--- src/rtl/lfsr_fib_param.sv ---
// Fibonacci LFSR pattern source with step enable, runtime load, lock-up
// recovery to SEED and period measurement between successive SEED visits.
module lfsr_fib_param #(
    parameter int unsigned      WIDTH   = 11,
    parameter logic [WIDTH-1:0] TAPS    = WIDTH'(11'h500),
    parameter logic [WIDTH-1:0] SEED    = '1,
    parameter bit               XNOR_FB = 1'b0,
    parameter int unsigned      CNT_W   = WIDTH + 1
) (
    input  logic             clk,
    input  logic             rst,
    input  logic             en,
    input  logic             load,
    input  logic [WIDTH-1:0] load_value,
    output logic [WIDTH-1:0] state,
    output logic             bit_out,
    output logic             lockup,
    output logic             wrap,
    output logic [CNT_W-1:0] period,
    output logic [CNT_W-1:0] step_count
);

    // The one state the feedback can never leave: all zeros for XOR, all ones for XNOR.
    localparam logic [WIDTH-1:0] LOCK_STATE = {WIDTH{XNOR_FB}};
    localparam logic [CNT_W-1:0] CNT_MAX    = '1;

    logic [WIDTH-1:0] state_q, state_d;
    logic [CNT_W-1:0] cnt_q, cnt_d;
    logic [CNT_W-1:0] period_q, period_d;
    logic             lockup_q, lockup_d;
    logic             wrap_q, wrap_d;

    logic             fb;
    logic [WIDTH-1:0] shifted;
    logic [CNT_W-1:0] cnt_inc;

    assign fb      = (^(state_q & TAPS)) ^ XNOR_FB;
    assign shifted = {state_q[WIDTH-2:0], fb};

    // Saturate so a cycle that never revisits SEED cannot alias to a short count.
    assign cnt_inc = (cnt_q == CNT_MAX) ? cnt_q : cnt_q + CNT_W'(1);

    always_comb begin
        state_d  = state_q;
        cnt_d    = cnt_q;
        period_d = period_q;
        lockup_d = 1'b0;
        wrap_d   = 1'b0;
        if (load) begin
            cnt_d = '0;
            if (load_value == LOCK_STATE) begin
                state_d  = SEED;
                lockup_d = 1'b1;
            end else begin
                state_d = load_value;
            end
        end else if (en) begin
            if (state_q == LOCK_STATE) begin
                state_d  = SEED;
                lockup_d = 1'b1;
                cnt_d    = '0;
            end else if (shifted == SEED) begin
                state_d  = shifted;
                wrap_d   = 1'b1;
                period_d = cnt_inc;
                cnt_d    = '0;
            end else begin
                state_d = shifted;
                cnt_d   = cnt_inc;
            end
        end
    end

    always_ff @(posedge clk) begin
        if (rst) begin
            state_q  <= SEED;
            cnt_q    <= '0;
            period_q <= '0;
            lockup_q <= 1'b0;
            wrap_q   <= 1'b0;
        end else begin
            state_q  <= state_d;
            cnt_q    <= cnt_d;
            period_q <= period_d;
            lockup_q <= lockup_d;
            wrap_q   <= wrap_d;
        end
    end

    assign state      = state_q;
    assign bit_out    = state_q[WIDTH-1];
    assign lockup     = lockup_q;
    assign wrap       = wrap_q;
    assign period     = period_q;
    assign step_count = cnt_q;

endmodule

--- config.mk ---
export PLATFORM = sky130hd
export DESIGN_NAME = lfsr_fib_param
export DESIGN_NICKNAME = d
export VERILOG_FILES = /design/src/rtl/lfsr_fib_param.sv
export SDC_FILE = /design/constraint.sdc
export NUM_CORES = 1
export LEC_CHECK = 0
export ABC_CLOCK_PERIOD_IN_PS = 3200
export CAP_MARGIN = 15
export CELL_PAD_IN_SITES_DETAIL_PLACEMENT = 1
export CELL_PAD_IN_SITES_GLOBAL_PLACEMENT = 1
export CORE_UTILIZATION = 37
export DETAILED_ROUTE_END_ITERATION = 10
export PLACE_DENSITY = 0.92
export SLEW_MARGIN = 20
export SYNTH_ARGS = -nofsm -noshare
export SYNTH_HDL_FRONTEND = slang
export SYNTH_SLANG_ARGS = --single-unit
--- constraint.sdc ---
create_clock -name clk -period 3.2 [get_ports clk]
set_input_delay 0.48 -clock clk [delete_from_list [all_inputs] [get_ports clk]]
set_output_delay 0.48 -clock clk [all_outputs]
set_load 0.02 [all_outputs]
==> results of run 1 <==
==> layer usage <==
| layer | vias up | track usage | share of wire |
|---|---|---|---|
| li1 | 913 | - | - |
| met1 | 872 | 0.256 | 0.46 |
| met2 | 59 | 0.376 | 0.49 |
| met3 | 8 | 0.0483 | 0.037 |
| met4 | 0 | 0.0632 | 0.013 |
| met5 | - | 0 | 0 |
==> report_power, final <==
| part | switching [mW] | leakage [nW] | total (mW) | internal [mW] |
|---|---|---|---|---|
| registers | 0.0197 | 0.301 | 0.493 | 0.473 |
| clock network | 0.173 | 0.0450 | 0.324 | 0.151 |
| logic | 0.0699 | 0.467 | 0.132 | 0.0624 |
| total | 0.263 | 0.814 | 0.949 | 0.687 |
==> state kept, by name (all words and copies together), names as in the netlist <==
| signal | cells |
|---|---|
| step_count | 12 |
| period | 12 |
| state | 11 |
| lockup | 1 |
| wrap | 1 |
==> layout make-up <==
class | instances | area, sq um | area share
well taps | 67 | 83.8 | 0.0336
clock inverters | 2 | 10.0 | 0.00401
clock buffers | 6 | 72.6 | 0.0291
inverters | 4 | 15.0 | 0.00601
multi-input cells | 163 | 1020 | 0.410
flip-flops and latches | 37 | 741 | 0.297
repair buffers | 56 | 551 | 0.220
==> kinds of logic after synthesis <==
logic type | after synthesis
flops | 37
buf+inv | 18
xor+xnor | 6
fa+ha+maj | 1
compound gates | 72
mux | 5
simple gates | 79
==> metrics by stage <==
stage	hold WS (ps)	utilization
5_1_grt	488	0.522
6_report	455	0.522
3_3_place_gp	439	0.505
2_1_floorplan	530	-
3_5_place_dp	449	0.505
4_1_cts	457	0.522
==> placed cells by master, fill, tap and decap left out, types with 5 or more instances in the layout <==
| master | count |
|---|---|
| nor2_1 | 12 |
| o22ai_1 | 12 |
| o21ai_0 | 15 |
| mux2i_1 | 5 |
| nor4_1 | 5 |
| nor3_1 | 5 |
| a21oi_1 | 21 |
| nand2_1 | 23 |
| clkbuf_8 | 5 |
| nand4_1 | 5 |
| dfxtp_1 | 37 |
| clkdlybuf4s50_1 | 52 |
| nand3_1 | 8 |
==> path summary, 6_finish.rpt <==
kind | start | endpoint | slack [ps] | depth (start not counted)
max reg2reg | step_count[0] | period[3] | 1050 | 6
min | period[4] | period[4] | 450 | 2
max | step_count[0] | period[3] | 1050 | 6
min reg2reg | period[4] | period[4] | 450 | 2
==> worst reg2reg max path, delay by kind of cell (launching register included) <==
kind | cells | cell delay, ps
AND/OR/NAND/NOR | 3 | 1030
flip-flops | 1 | 480
adder cells (fa/ha/maj) | 1 | 250
AO/OA/AOI/OAI | 1 | 230
XOR/XNOR | 1 | 90
==> metrics.yaml, run 1 <==
rsz0062_at_grt: "no"
drt-initial-drc-count: 134
die_w_um: 73.2
syn_avg_cell_area_sq_um: 8.59
crit_family: "simple AND/OR/NAND/NOR gates"
ir_worst_vdd_uv: 224
grt_start_max_net_pins: 24
yosysTopAreaCellShare: 0.395
via_per_inst: 5.53
grt-ovfl-total: 0
ctsHoldBuffers: 0
ys.flop_type: "dfxtp_1"
drv_slew: 0
fin_cells: 335
synth_common_cells: "dfxtp_1, nand2_1, a21oi_1"
clock_latency_ps: 300
synth-compound-area-share: 0.256
critPathSlowestCell: "or3_1"
synth_top_family_by_area: "compound AO/OA/AOI/OAI gates"
syn_to_final_growth_pct: 33.3
fin_crit_sh: 0.673
synth-xor-area-share: 0.0281
cts_tree: "done"
num_antenna_cells: 0
synth.area.top_cells: "dfxtp_1, a21oi_1, nand2_1, o21ai_0, o22ai_1"
fin_skew_ps: 7.49
firstDrtPassIters: 4
synthSimpleGateAreaFrac: 0.230
path_cells: "ha_1 -> nand3_2 -> or3_1 -> nand4_1 -> xor2_1 -> a211oi_1"
grt_pass1_wl_um: 8700
yosys.cell_count.top_type: "dfxtp_1"
ctsResizeCount: 0
drc: 0
yosysUniqueCellTypes: 49
pre_cts_ws_ps: 731
drive_gt1_frac: 0.0933
dp_hpwl_um: 3930
grt_pass1_vias: 1795
final_area_sq_mm: 0.00250
p_total_mw: 0.949
io_pins: 53
finalCriticalPeriod_ps: 2150
drv_cap: 0
htreeDepth: 2
cpPeakStageDelay_ps: 610
hold_path_class: "register to register"
ys_ff_latch: 37
post-place-cells: 327
crit_path_end_kind: "register"
syn_nets: 234
yosysSeqAreaShare: 0.395
grtUsageTotal: 0.213
hold_viol: 0
clk_pin_slew_worst_paths_ps: 70
initial_core_util: 0.391
core_sq_mm: 0.00479
worstMarginPinSlew_ps: 710
ant_nets: 0
max_freq_mhz: 465
syn_area_sq_mm: 0.00187
critical_path_buf_inv_count: 0
power_density_mw_per_mm2: 380
ys_warn_count: 0
outcome: "complete, no violations"
die_area_sq_mm: 0.00535
finalNetCount: 283
netlist_instances: 218
routabilityCongestion: 0.803
routed_wirelength_um: 5360
postCtsSetupBuffers: 0
wl_per_cell_um: 16.0
clockBufferDepth: 2
cts_root_buf: "clkbuf_8"
synthAdderAreaFrac: 0.00668
max_slew_margin: 0.525
synth_top_area_cell: "dfxtp_1"
synth_edf_count: 0
vias: 1852
setup_viol: 0
ys_async_sr_fraction: 0
place_area_sq_mm: 0.00241
cts_buffers: 5
p_leak_nw: 0.814
setup_slack_ps: 1050
critPathArrivalTime_ps: 2370
cp.required_ps: 3410
cp_max_fo: 9
antenna_found_initial: 0
rows: 25
cts.sinks: 37
path_class: "register to register"
die_h_um: 73.2
synth.area.mux_share: 0.0267
setup_tns_ps: 0
io_buffer_count: 52
fillerInstances: 569
critPathLaunchType: "register"
Note: power is estimated with default switching activity, not from simulation.
==> inputs of run 2 (changes only) <==
ABC_CLOCK_PERIOD_IN_PS = 2100   (was 3200)
CORE_UTILIZATION = 35   (was 37)
PLACE_DENSITY = 0.88   (was 0.92)
clock period = 2.1 ns   (was 3.2 ns; I/O delays follow)
==> run 2 against run 1 <==
Maximum frequency is 9.7% higher. Design area is 3.8% higher. Highest routed layer unchanged. Clock-buffer cell count is 1 higher. Sequential cell count stayed put. Register-to-register slack worse by 910 ps. Critical path type unchanged.
==> metrics.yaml, run 2 (synthesis gave the netlist of run 1 again) <==
drv_cap: 0
fin_crit_sh: 0.934
io_buffer_count: 52
grt-ovfl-total: 0
cts_root_buf: "clkbuf_8"
drt-initial-drc-count: 94
multi_input_area_sq_mm: 0.00103
dp_hpwl_um: 4040
cts_buffers: 5
rsz0062_at_grt: "no"
rows: 26
fillerInstances: 641
crit_path_end_kind: "register"
via_per_inst: 5.59
hold_depth: 2
io_pins: 53
htreeDepth: 2
fin_cells: 348
firstDrtPassIters: 4
drc: 0
num_antenna_cells: 0
setup_viol: 0
grt_pass1_vias: 1871
hold_viol: 0
hold_path_class: "register to register"
finalCriticalPeriod_ps: 1960
core_sq_mm: 0.00514
pre_cts_ws_ps: 61.6
utilization: 0.504
setup_tns_ps: 0
reg2reg_from: "step_count[0]"
vias: 1946
syn_to_final_growth_pct: 38.4
wl_per_cell_um: 15.6
routabilityCongestion: 0.818
ir_worst_vdd_uv: 271
routed_wirelength_um: 5450
setup_slack_ps: 139
cts.sinks: 37
grtUsageTotal: 0.206
timing.rr.end: "period[0]"
max_freq_mhz: 510
grt_start_max_net_pins: 24
clock_latency_ps: 290
regArea_sq_um: 741
cts_tree: "done"
cp_max_fo: 7
antenna_found_initial: 0
drv_slew: 0
die_w_um: 75.2
power_density_mw_per_mm2: 565
path_class: "register to register"
final_cell_mix: "clkdlybuf4s50_1, dfxtp_1, nand2_1"
finalNetCount: 294
p_leak_nw: 0.870
hold-path-endpoint: "period[10]"
post-place-cells: 341
clk_pin_slew_worst_paths_ps: 80
outcome: "complete, no violations"
r2r_setup_slack_ps: 140
clockBufferDepth: 2
cp.required_ps: 2320
die_h_um: 75.2
hp-start: "period[10]"
max_slew_margin: 0.642
die_area_sq_mm: 0.00565
drive_gt1_frac: 0.129
postCtsSetupBuffers: 0
initial_core_util: 0.364
critPathArrivalTime_ps: 2180
reg2regPathDepth: 8
ant_nets: 0
worstMarginPinSlew_ps: 534
final_common_cell: "clkdlybuf4s50_1"
grt_pass1_wl_um: 8870
fin_skew_ps: 9.02
critPathLaunchType: "register"
-- run 2: timing repair --
item | 4_1_cts | 5_1_grt
resized for setup | 0 | 1
hold buffers | 0 | 0
endpoints found under the setup margin | 0 | 3
-- run 2: cell type report --
class                      instances  share of cell area
tap                               70              0.0338
multi-input combinational        163               0.397
clock buffer                       7              0.0333
inverter                           4             0.00579
sequential                        37               0.286
timing repair buffer              67               0.244
-- run 2: power breakdown --
part / switching (mW) / total, mW / internal [mW]
clock network: 0.246 / 0.507 / 0.260
registers: 0.0299 / 0.752 / 0.722
logic: 0.107 / 0.207 / 0.100
total: 0.383 / 1.47 / 1.08
-- run 2: worst max path at each step --
stage             startpoint   endpoint  slack (ps)  cells after the start
3_5_place_dp   step_count[0]  period[3]          60                      6
5_1_grt        step_count[0]  period[1]           6                      7
6_report       step_count[0]  period[0]         140                      8
4_1_cts        step_count[0]  period[3]          50                      6
2_1_floorplan  step_count[0]  period[3]         170                      7
3_3_place_gp   step_count[0]  period[2]         130                      6
-- run 2: layer usage --
metal / part of all wire / track usage / vias to the layer above
li1: - / - / 933
met1: 0.43 / 0.251 / 938
met2: 0.50 / 0.364 / 65
met3: 0.044 / 0.0361 / 10
met4: 0.017 / 0.0741 / 0
met5: 0 / 0 / -
-- run 2: worst max-delay path, cell delays in order, from the launching register on --
cell and delay, ps:
dfxtp_1 460, ha_1 260, nand3_2 110, buf_4 180, nor3_2 360, buf_4 210, xnor2_1 110, nand2_1 70
a21oi_1 140
-- run 2: per-stage QoR --
stage	area [sq um]	hold WS (ps)	power (mW)
2_1_floorplan	1870	487	0.869
3_3_place_gp	2500	438	0.969
3_5_place_dp	2500	447	0.974
4_1_cts	2590	457	1.48
5_1_grt	2590	481	1.53
6_report	2590	457	1.47
==> inputs of run 3 (changes only) <==
CTS_CLUSTER_SIZE = 28   (was default)
TNS_END_PERCENT = 5   (was default)
==> results of run 3 <==
No change in the layout: final DEF, timing and power equal those of run 2.
